===== src/rtl/hazard_pkg.sv =====
// Shared encodings for the hazard controller: writeback-source selects and MDU tracker states.
package hazard_pkg;

   localparam logic [1:0] WD_SEL_FROM_ALU  = 2'd0;
   localparam logic [1:0] WD_SEL_FROM_DRAM = 2'd1;
   localparam logic [1:0] WD_SEL_FROM_PC4  = 2'd2;
   localparam logic [1:0] WD_SEL_FROM_IMM  = 2'd3;

   typedef enum logic {
      IDLE = 1'b0,
      BUSY = 1'b1
   } mdu_state_t;

endpackage


===== src/rtl/reg_scoreboard.sv =====
// Pending-writeback bit per architectural register for long-latency MDU results.
module reg_scoreboard #(
   parameter int NREG = 32,
   parameter int RAW  = $clog2(NREG)
) (
   input  logic            clk,
   input  logic            rst_n,
   input  logic            set_i,
   input  logic [RAW-1:0]  set_idx_i,
   input  logic            clr_i,
   input  logic [RAW-1:0]  clr_idx_i,
   output logic [NREG-1:0] pending_o
);

   logic [NREG-1:0] pending_q;
   logic [NREG-1:0] pending_d;

   // Clear is applied before set so a retiring op and a new issue to the same register leaves it pending.
   always_comb begin
      pending_d = pending_q;
      if (clr_i) pending_d[clr_idx_i] = 1'b0;
      if (set_i && (set_idx_i != '0)) pending_d[set_idx_i] = 1'b1;
      pending_d[0] = 1'b0;
   end

   always_ff @(posedge clk or negedge rst_n) begin
      if (!rst_n) pending_q <= '0;
      else        pending_q <= pending_d;
   end

   assign pending_o = pending_q;

endmodule


===== src/rtl/hazard_ctrl.sv =====
// Pipeline hazard unit: RAW forwarding, load-use / MDU stalls, branch-mispredict flushes and perf counters.
module hazard_ctrl
   import hazard_pkg::*;
#(
   parameter int XLEN  = 32,
   parameter int NREG  = 32,
   parameter int CNT_W = 32,
   parameter int RAW   = $clog2(NREG)
) (
   input  logic             clk,
   input  logic             rst_n,
   input  logic             rs1_used_ID,
   input  logic             rs2_used_ID,
   input  logic [RAW-1:0]   rR1_ID,
   input  logic [RAW-1:0]   rR2_ID,
   input  logic             mdu_op_ID,
   input  logic [RAW-1:0]   wR_EX,
   input  logic [RAW-1:0]   wR_MEM,
   input  logic [RAW-1:0]   wR_WB,
   input  logic             rf_we_EX,
   input  logic             rf_we_MEM,
   input  logic             rf_we_WB,
   input  logic [XLEN-1:0]  rf_wd_EX,
   input  logic [XLEN-1:0]  rf_wd_MEM,
   input  logic [XLEN-1:0]  rf_wd_WB,
   input  logic [1:0]       wd_sel_EX,
   input  logic [1:0]       wd_sel_MEM,
   input  logic             mdu_issue_EX,
   input  logic             mdu_done,
   input  logic [RAW-1:0]   mdu_wR,
   input  logic [XLEN-1:0]  mdu_wd,
   input  logic             is_branch_EX,
   input  logic             branch_pred_EX,
   input  logic             branch_taken_EX,
   output logic             keep_pc,
   output logic             stall_IF_ID,
   output logic             flush_IF_ID,
   output logic             flush_ID_EX,
   output logic             fwd_rD1e_EX,
   output logic             fwd_rD2e_EX,
   output logic [XLEN-1:0]  fwd_rD1_EX,
   output logic [XLEN-1:0]  fwd_rD2_EX,
   output logic             mdu_busy,
   output logic [CNT_W-1:0] stall_cnt,
   output logic [CNT_W-1:0] flush_cnt
);

   // MDU protocol: mdu_issue_EX is a one-cycle launch strobe; mdu_done is a one-cycle result strobe
   // that is only honoured while BUSY. There is no back-pressure in either direction.
   mdu_state_t       state_q;
   logic [CNT_W-1:0] stall_cnt_q;
   logic [CNT_W-1:0] flush_cnt_q;
   logic [NREG-1:0]  pending;

   logic [RAW-1:0]   rr     [2];
   logic             used   [2];
   logic             m_ex   [2];
   logic             m_mem  [2];
   logic             m_wb   [2];
   logic             m_mdu  [2];
   logic             fwd_e  [2];
   logic [XLEN-1:0]  fwd_d  [2];
   logic             ex_load, mem_load, done_eff, hazard, mispredict, sb_set;

   always_comb begin
      rr[0]    = rR1_ID;
      rr[1]    = rR2_ID;
      used[0]  = rs1_used_ID;
      used[1]  = rs2_used_ID;
      ex_load  = (wd_sel_EX == WD_SEL_FROM_DRAM);
      mem_load = (wd_sel_MEM == WD_SEL_FROM_DRAM);
      done_eff = mdu_done && (state_q == BUSY);
      hazard   = mdu_op_ID && (((state_q == BUSY) && !mdu_done) || mdu_issue_EX);
      for (int n = 0; n < 2; n++) begin
         m_ex[n]  = used[n] && rf_we_EX  && (wR_EX  == rr[n]) && (wR_EX  != '0);
         m_mem[n] = used[n] && rf_we_MEM && (wR_MEM == rr[n]) && (wR_MEM != '0);
         m_wb[n]  = used[n] && rf_we_WB  && (wR_WB  == rr[n]) && (wR_WB  != '0);
         m_mdu[n] = mdu_done && (mdu_wR == rr[n]) && (mdu_wR != '0);
         // A matching EX/MEM value that is not yet available falls through to older stages; the stall covers it.
         fwd_e[n] = 1'b1;
         if (m_ex[n] && !mdu_issue_EX && !ex_load) fwd_d[n] = rf_wd_EX;
         else if (m_mem[n] && !mem_load)           fwd_d[n] = rf_wd_MEM;
         else if (m_wb[n])                         fwd_d[n] = rf_wd_WB;
         else if (m_mdu[n])                        fwd_d[n] = mdu_wd;
         else begin
            fwd_d[n] = '0;
            fwd_e[n] = 1'b0;
         end
         if ((m_ex[n] && (ex_load || mdu_issue_EX)) || (m_mem[n] && mem_load)) hazard = 1'b1;
         if (used[n] && pending[rr[n]] && !(done_eff && (mdu_wR == rr[n])))    hazard = 1'b1;
      end
   end

   assign mispredict  = is_branch_EX && (branch_pred_EX != branch_taken_EX);
   assign flush_IF_ID = mispredict;
   assign flush_ID_EX = mispredict || hazard;
   assign keep_pc     = hazard && !mispredict;
   assign stall_IF_ID = hazard && !mispredict;
   assign fwd_rD1e_EX = fwd_e[0];
   assign fwd_rD2e_EX = fwd_e[1];
   assign fwd_rD1_EX  = fwd_d[0];
   assign fwd_rD2_EX  = fwd_d[1];
   assign sb_set      = mdu_issue_EX && rf_we_EX && (wR_EX != '0);

   reg_scoreboard #(
      .NREG (NREG),
      .RAW  (RAW)
   ) u_sb (
      .clk       (clk),
      .rst_n     (rst_n),
      .set_i     (sb_set),
      .set_idx_i (wR_EX),
      .clr_i     (done_eff),
      .clr_idx_i (mdu_wR),
      .pending_o (pending)
   );

   always_ff @(posedge clk or negedge rst_n) begin
      if (!rst_n) begin
         state_q     <= IDLE;
         stall_cnt_q <= '0;
         flush_cnt_q <= '0;
      end else begin
         case (state_q)
            IDLE:    if (mdu_issue_EX) state_q <= BUSY;
            BUSY:    if (mdu_done && !mdu_issue_EX) state_q <= IDLE;
            default: state_q <= IDLE;
         endcase
         if (keep_pc && (stall_cnt_q != '1))     stall_cnt_q <= stall_cnt_q + CNT_W'(1);
         if (flush_IF_ID && (flush_cnt_q != '1)) flush_cnt_q <= flush_cnt_q + CNT_W'(1);
      end
   end

   assign mdu_busy  = (state_q == BUSY);
   assign stall_cnt = stall_cnt_q;
   assign flush_cnt = flush_cnt_q;

endmodule


===== config.mk =====
export PLATFORM = sky130hd
export DESIGN_NAME = hazard_ctrl
export DESIGN_NICKNAME = d
export VERILOG_FILES = /design/src/rtl/hazard_pkg.sv /design/src/rtl/reg_scoreboard.sv /design/src/rtl/hazard_ctrl.sv
export SDC_FILE = /design/constraint.sdc
export NUM_CORES = 1
export LEC_CHECK = 0
export BUFFER_PORTS_ARGS = -buffer_cell sky130_fd_sc_hd__buf_4
export CORE_AREA = 5 5 129 131
export DETAILED_ROUTE_END_ITERATION = 7
export DIE_AREA = 0 0 134 136
export PLACE_DENSITY = 0.9
export SETUP_SLACK_MARGIN = 0.1
export SYNTH_ARGS = -nofsm -noshare
export SYNTH_HDL_FRONTEND = slang
export SYNTH_SLANG_ARGS = --single-unit
export TNS_END_PERCENT = 10

===== constraint.sdc =====
create_clock -name clk -period 3.4 [get_ports clk]
set_clock_uncertainty 0.2 [all_clocks]
set_input_delay 0.17 -clock clk [delete_from_list [all_inputs] [get_ports clk]]
set_output_delay 0.17 -clock clk [all_outputs]
set_load 0.01 [all_outputs]

# Word-level counts from Yosys, hierarchy flattened
# Index checks and enable logic that the tools add are counted.
# classes
bitwise	4
n_reduce_logical	67
n_lt_le_gt_ge	6
addsub	2
muxes	33
n_eq_ne	13
# op_table
operator	n
32-bit 2-to-1 mux	10
32-bit by 1-bit adder with 32-bit output (second input constant)	2
32-bit inequality test (second input constant)	2
1-bit logical AND	51
5-bit == test	8
32-bit AND	1
32-bit inverter	1
32-bit bitwise OR	1
5-bit by 6-bit less-than comparator with 1-bit output (second input constant)	4
5-bit nonzero test	4
1-bit 2-to-1 mux	18
1-bit binary-select mux with 5-bit select	2
1-bit demux with 5-bit select	2
5-bit by 1-bit >= comparator with 1-bit output (second input constant)	2
1-bit logical NOT	7
1-bit logical OR	5
2-bit by 1-bit == test with 1-bit output (second input constant)	2
1-bit case mux with 2 select lines	1
1-bit inequality test	1
1-bit inverter	1
# word_totals
regBits	96
output_inout_bits	135
wordCells	129
inputBits	175

# Longest topological paths before layout
# Gate-level depths: netlist of the first run.
# depth
word_depth	11
mapped_depth	11
mapped_depth_nobuf	8

# By module
# From an unflattened synthesis of the first run, not the netlist that was laid out.
# unflattened
cells_unflattened	931
hier_area_um2	7463.4
# modules_own_cells
mod	instances	seq_area_each_um2	cells_per_inst	area_each_um2
hazard_ctrl	1	1626.6	810	6175.9
reg_scoreboard	1	775.7	121	1287.5

# Worst setup path after synthesis of the first run
# No wires, ideal clock.
# synth_timing
path_kind	flip-flop to flip-flop
from	reg stall_cnt_q[10], in the netlist stall_cnt[10]
to	reg stall_cnt_q[18], in the netlist stall_cnt[18]
setup_ps	130
required_ps	3070
path_stages_with_launch	10
path_buffers	1
t_arrival_ps	2232
period_less_slack_ps	2562
setup_slack_ps	838
cell_sequence	dfrtp_1 > and4_1 > and3_1 > nand3_1 > or3_1 > or3_1 > o211ai_4 > buf_6 > nor3_2 > xor2_1
# synth_between
elab_chain_cells	2
word_cells_on_any_way	3
cone_classes	1 x add/sub; 1 x eq/ne; 1 x reduce/logical
# synth_lines
element	line_no	source
start: declaration	hazard_ctrl.sv:51	logic [CNT_W-1:0] stall_cnt_q;
start signal: assignment	hazard_ctrl.sv:129	if (keep_pc && (stall_cnt_q != '1)) stall_cnt_q <= stall_cnt_q + CNT_W'(1);
parallel branches: the longest is 2 deep, another holds 32-bit by 1-bit adder with 32-bit output	--	
# Parallel ways; which one is timed is not known.
# A chain may end at the register's enable or synchronous reset.

# Final worst setup path of the first run
# layout_timing
from	reg u_sb.pending_q[3], in the netlist u_sb.pending_o[3]
to	out keep_pc
# layout_between
elab_chain_cells	8
word_cells_on_any_way	12
cone_classes	7 x mux; 5 x reduce/logical
# layout_lines
element	line_no	source
start: declaration	reg_scoreboard.sv:15	logic [NREG-1:0] pending_q;
start signal: assignment	reg_scoreboard.sv:28	else pending_q <= pending_d;
1-bit binary-select mux with 5-bit select	hazard_ctrl.sv:90	if (used[n] && pending[rr[n]] && !(done_eff && (mdu_wR == rr[n]))) hazard = 1'b1;
1-bit 2-to-1 mux (not written as such)	hazard_ctrl.sv:90	
1-bit logical AND (2 in series)	hazard_ctrl.sv:90	
1-bit 2-to-1 mux	hazard_ctrl.sv:90	
1-bit 2-to-1 mux	hazard_ctrl.sv:89	if ((m_ex[n] && (ex_load || mdu_issue_EX)) || (m_mem[n] && mem_load)) hazard = 1'b1;
1-bit 2-to-1 mux (*)	hazard_ctrl.sv:90	
1-bit logical AND (*)	hazard_ctrl.sv:97	assign keep_pc = hazard && !mispredict;
end: declaration	hazard_ctrl.sv:35	output logic keep_pc,
# Mark *: on every way between the ends. The rest lies on a longest branch, timed or not. The select of a mux whose other input is x is not followed.

==> flow_summary.ini, run 1 <==
[detailed_routing]
routed_via_density = 5.97
routed_wirelength_mm = 27.1
route.top_layer_used = met5
vias = 8384
drtPass1Iterations = 5
m1WireLength_mm = 10.2
wire_per_inst_microns = 19.3
ant_nets = 0
wl_met2_mm = 13.3
drt_iter0_markers = 469
wl_met3_mm = 2.64
drcViolationCount = 0

[sta]
maxSlewViolCount = 0
timing.final.crit_period_ps = 2910
worst_pin_slew_ps = 875
hold_violations = 0
slew_headroom_pct = 41.6
finalSetupViolations = 0
rsz0062_at_grt = false
fin_tns_setup_ps = 0
finalCritPeriodShare_pct = 85.7
max_freq_mhz = 343

[clock_network]
cts_buffer_depth = 2
numClockSinks = 96
clk_latency_ps = 340
htreeDepth = 3
root_buffer = clkbuf_16
cts-buffers-inserted = 9
clkTransAtPathRegs_ps = 70
cts_tree = yes

[floorplanning]
rows = 46
die_w_microns = 134
start_util_pct = 48.1
die_area_sq_um = 18200
io_pins = 310
fp.dieH_microns = 136
core_area_sq_um = 15500

[yosys]
syn_inst = 933
synthTopCellsByArea = dfrtp_1, o21ai_0, a22oi_1
avgSynthCellArea_sq_um = 7.99
ys_types = 53
synth_fp_nets = 1110
synth_top_cell_by_area = dfrtp_1
yosys_register_bits = 96
synth_edf_count = 0
synth_top_area_share_pct = 32.2
syn_area_sq_um = 7450
seq_area_frac_synth_pct = 32.2
async_flop_share_pct = 100
synth_ff_type = dfrtp_1
yosysWarnings = 0

[grt]
grt_usage_pct = 28.6
grt_max_degree = 73
antenna_found_initial = 3
grt_overflow_total = 0
grt_pass1_vias = 7920
grt_pass1_wl_mm = 42.0

[setup_path]
critPathBufInv = 1
cp_top_family = compound AO/OA/AOI/OAI gates
arrival_ps = 2540
path_max_fanout = 6
path_cells = mux2_2 > a221oi_1 > a311oi_1 > o32a_1 > a41o_1 > nor2_1 > nor2_1 > buf_4
crit_top_cell = nor2_1
crit_path_end_kind = primary output
start_kind = flop
max_stage_delay_ps = 400
critPathKind = reg -> out
worstPathRequired_ps = 3030
critPathSlowestCell = dfrtp_1

[layout]
area.growth.synth_to_final_pct = 36.5
layoutNonFillerInstCount = 1404
multi_input_area_sq_um = 4720
layout.nets = 1382
ff_latch_area_sq_um = 2400
drive_gt1_share_pct = 30.9
fill_cells = 1263

[pwr]
powerDensity_nw_per_um2 = 338
leakage_nw = 4.74
max-vdd-ir-drop_uv = 453

[worst_hold_path]
min_path_type = in -> reg

[job]
max-cap-violations = 0

[placed_design]
gp_congestion = 0.957
dp_hpwl_mm = 21.3
io_buffer_count = 309
dp.cells = 1381

[outcome]
status = finished, final reports clean
logic make-up after synthesis:
kind of cell,synth area share [%]
xor+xnor,11.9
flops,32.2
compound gates,21.7
buf+inv,4.78
simple gates,23.3
fa+ha+maj,0.336
mux,5.79
placed cells by master (no fill, tap or decap), types with 9 or more instances in the layout:
master / instances
mux4_2: 10
o21ai_1: 27
nor2_1: 101
o21ai_0: 100
nand3b_1: 9
nor3_2: 10
buf_4: 318
xor2_1: 46
a22oi_1: 65
nand3_1: 23
clkbuf_16: 9
xnor2_1: 55
and3_1: 14
nand2_1: 113
dfrtp_1: 96
nor3_1: 17
mux2i_1: 15
nand4_1: 24
a21oi_1: 67
inv_1: 9
repair_timing:
action	in CTS	in global routing
hold endpoints to repair	72	0
setup buffers	0	0
hold buffers	5	0
gates resized for setup	0	1
setup endpoints to repair	0	14
synth_stat cells (23+ instances only):
| cell type | instances |
|---|---|
| clkbuf_1 | 32 |
| o21ai_1 | 27 |
| a21oi_1 | 67 |
| dfrtp_1 | 96 |
| nor2_1 | 101 |
| a22oi_1 | 65 |
| nand3_1 | 23 |
| nand2_1 | 113 |
| xnor2_1 | 55 |
| xor2_1 | 46 |
| nand4_1 | 24 |
| o21ai_0 | 100 |
where the power goes:
part	leakage, nW	switching [W]	internal, W	total (W)
Combinational	3.33	0.000481	0.000505	0.000986
Sequential	1.27	0.000175	0.00129	0.00147
Clock	0.140	0.000468	0.000517	0.000986
Total	4.74	0.00112	0.00231	0.00344
metal layers:
metal  track usage (%)  vias to the layer above
met5                 0                        -
met4              11.6                        4
met3              6.77                       74
met2              48.2                      475
met1              35.4                     3937
li1                  -                     3894
final cells by class:
class                   count  area share [%]
inverters                   9           0.332
clock inverters             7           0.750
diodes                      2          0.0492
flip-flops and latches     96            23.6
multi-input cells         764            46.3
well taps                 192            2.36
clock buffers               9            2.21
repair buffers            325            24.3
worst min-delay path, stage by stage:
cell and delay [ps]:
buf_4 170, nand2_1 120, o21ai_0 80
state kept, by name, indices dropped and copies added (netlist names):
signal	count
stall_cnt	32
flush_cnt	32
mdu_busy	1
u_sb.pending_o	31
path summary, 6_finish.rpt:
kind	startpoint	endpoint	slack [ps]	cells past startpoint
max in group asynchronous	rst_n	stall_cnt[14]	1980	3
worst min register to register	stall_cnt[7]	stall_cnt[7]	290	1
worst min-delay path	wR_EX[4]	u_sb.pending_o[19]	40	3
worst max register to register	stall_cnt[10]	stall_cnt[20]	540	8
min in group asynchronous	rst_n	flush_cnt[17]	290	2
worst max-delay path	u_sb.pending_o[3]	keep_pc	490	8
through the flow:
step / area, sq um / total power (W) / utilization [%] / hold slack, ps / worst slack, ps
after global routing: 10200 / 0.00361 / 65.7 / 38.4 / 227
after detailed placement: 9820 / 0.00245 / 63.4 / 147 / 490
after global placement: 9820 / 0.00240 / 63.4 / 135 / 559
final: 10200 / 0.00344 / 65.7 / 40.8 / 487
after floorplan: 7450 / 0.00194 / - / -326 / 838
after CTS: 10200 / 0.00345 / 65.7 / 23.8 / 120
Power figures use the tool's default switching activity.
==> run 2: changes to the inputs <==
--- a/config.mk
+++ b/config.mk
@@ -6,10 +6,10 @@
 export NUM_CORES = 1
 export LEC_CHECK = 0
 export BUFFER_PORTS_ARGS = -buffer_cell sky130_fd_sc_hd__buf_4
-export CORE_AREA = 5 5 129 131
+export CORE_AREA = 5 5 152 154
 export DETAILED_ROUTE_END_ITERATION = 7
-export DIE_AREA = 0 0 134 136
-export PLACE_DENSITY = 0.9
+export DIE_AREA = 0 0 157 159
+export PLACE_DENSITY = 0.7
 export SETUP_SLACK_MARGIN = 0.1
 export SYNTH_ARGS = -nofsm -noshare
 export SYNTH_HDL_FRONTEND = slang
==> run 2 against run 1 <==
First-iteration DRC count increased by 14%; critical path depth increased by 2; wire length rose by 5.2%; final cell count is 7.0% higher; largest power group unchanged; register-to-register slack better by 40 ps; design area increased by 1.5%; worst setup slack worse by 240 ps.
==> flow_summary.ini, run 2 (same netlist as run 1, synthesis figures left out) <==
[sta]
fin_tns_setup_ps = 0
maxSlewViolCount = 0
worst_pin_slew_ps = 656
timing.final.crit_period_ps = 3150
max_freq_mhz = 317
finalCritPeriodShare_pct = 92.6
worst_slack_ps = 250
rsz0062_at_grt = true
finalSetupViolations = 0
hold_violations = 0
slew_headroom_pct = 56.3

[grt]
grt_usage_pct = 21.6
grt_overflow_total = 0
grt_pass1_wl_mm = 43.8
grt_max_degree = 65
grt_pass1_vias = 8073
antenna_found_initial = 8

[setup_path]
crit_path_end_kind = primary output
worstPathRequired_ps = 3030
critPathKind = in -> out
max_stage_delay_ps = 550
critPathBufInv = 3
r2r-start = stall_cnt[10]
critPathSlowestCell = dlygate4sd3_1
reg2reg_to = stall_cnt[23]
regToRegSetupSlack_ps = 580
crit_top_cell = nor2_1
path_max_fanout = 10
path_cells = dlygate4sd3_1 > buf_4 > or3_4 > o31ai_4 > nor3_1 > nor2_1 > o221ai_1 > nor2_1 > nor2_1 > buf_4
arrival_ps = 2780
cp_top_family = simple AND/OR/NAND/NOR gates
start_kind = input port
rr_worst_depth = 9

[layout]
drive_gt1_share_pct = 31.0
final_cell_mix = buf_4, nand2_1, nor2_1
layout.nets = 1386
fill_cells = 2102
final_util_pct = 47.9
area.growth.synth_to_final_pct = 38.5
final_common_cell = buf_4

[detailed_routing]
drt_iter0_markers = 536
route.top_layer_used = met4
routed_wirelength_mm = 28.5
wl_met2_mm = 14.0
ant_nets = 0
drcViolationCount = 0
drtPass1Iterations = 6
wl_met3_mm = 2.41
m1WireLength_mm = 11.2
vias = 8192
routed_via_density = 5.45
wire_per_inst_microns = 19.0

[clock_network]
numClockSinks = 96
cts_buffer_depth = 2
clkTransAtPathRegs_ps = 80
cts-buffers-inserted = 9
clk_latency_ps = 350
cts_tree = yes
htreeDepth = 3
root_buffer = clkbuf_16

[pwr]
powerDensity_nw_per_um2 = 338
leakage_nw = 4.76
max-vdd-ir-drop_uv = 351

[outcome]
status = finished, final reports clean

[floorplanning]
die_area_sq_um = 25000
fp.dieH_microns = 159
start_util_pct = 34.6
die_w_microns = 157
rows = 54
io_pins = 310
core_area_sq_um = 21600

[worst_hold_path]
hold_end = u_sb.pending_o[18]
hold_depth = 3
min_path_type = in -> reg
min-delay-start = wR_EX[4]

[job]
max-cap-violations = 0

[placed_design]
dp_slack_ps = 526
io_buffer_count = 309
gp_congestion = 0.897
dp_hpwl_mm = 22.2
## run 2: changes by cell type in the layout (fill, tap and decap cells not counted), sizes merged
cell,previous run,this run
dlygate4sd3,5,6
clkinvlp,2,0
clkbuf,9,10
buf,320,323
diode,2,8
bufinv,0,1
## run 2: where the power goes
part | internal (W) | leakage, nW | switching, W
clock network | 0.000583 | 0.150 | 0.000470
registers | 0.00129 | 1.27 | 0.000166
logic | 0.000505 | 3.35 | 0.000475
## run 2: worst max path at each step
| stage | from | endpoint | slack [ps] | depth (start not counted) |
|---|---|---|---|---|
| after global placement | wR_WB[0] | fwd_rD1_EX[19] | 550 | 10 |
| after floorplan | stall_cnt[10] | stall_cnt[18] | 840 | 9 |
| final | wR_EX[3] | keep_pc | 250 | 10 |
| after detailed placement | wR_WB[0] | fwd_rD1_EX[22] | 530 | 10 |
| after CTS | wR_EX[3] | fwd_rD1_EX[21] | 170 | 10 |
| after global routing | wR_EX[3] | keep_pc | 60 | 10 |
## run 2: timing repair
| item | in CTS | in global routing |
|---|---|---|
| setup buffers | 0 | 0 |
| hold buffers | 6 | 0 |
| endpoints found under the setup margin | 0 | 14 |
| hold endpoints to repair | 54 | 0 |
| resized for setup | 0 | 1 |
## run 2: worst reg2reg max path, cell delays in order, from the launching register on
cell and delay [ps]:
dfrtp_1 430, and4_1 270, and3_1 240, nand3_1 120, or3_1 400, or3_1 370, o211ai_4 180, buf_4 260
nor4_1 80, xor2_1 140
## run 2: layout make-up
type	count	area (sq um)	area share (%)
diodes	8	20.0	0.194
clock buffers	10	229	2.22
clock inverters	6	77.6	0.751
inverters	9	33.8	0.327
multi-input cells	764	4720	45.7
flip-flops and latches	96	2400	23.3
well taps	280	350	3.39
repair buffers	329	2500	24.2
## run 2: routing by layer
layer	GRT usage (%)	vias to the layer above
met5	0	-
met2	36.1	376
met3	4.38	51
met1	26.5	3870
met4	10.1	0
li1	-	3895
## run 2: per-stage QoR
step           hold WS [ps]  cell area (sq um)  total power, W  cells
2_1_floorplan          -326               7450         0.00194    933
5_1_grt                42.5              10300         0.00367   1502
4_1_cts                30.2              10300         0.00351   1494
3_3_place_gp           39.6               9940         0.00242   1472
6_report               30.9              10300         0.00349   1502
3_5_place_dp           41.9               9940         0.00244   1472
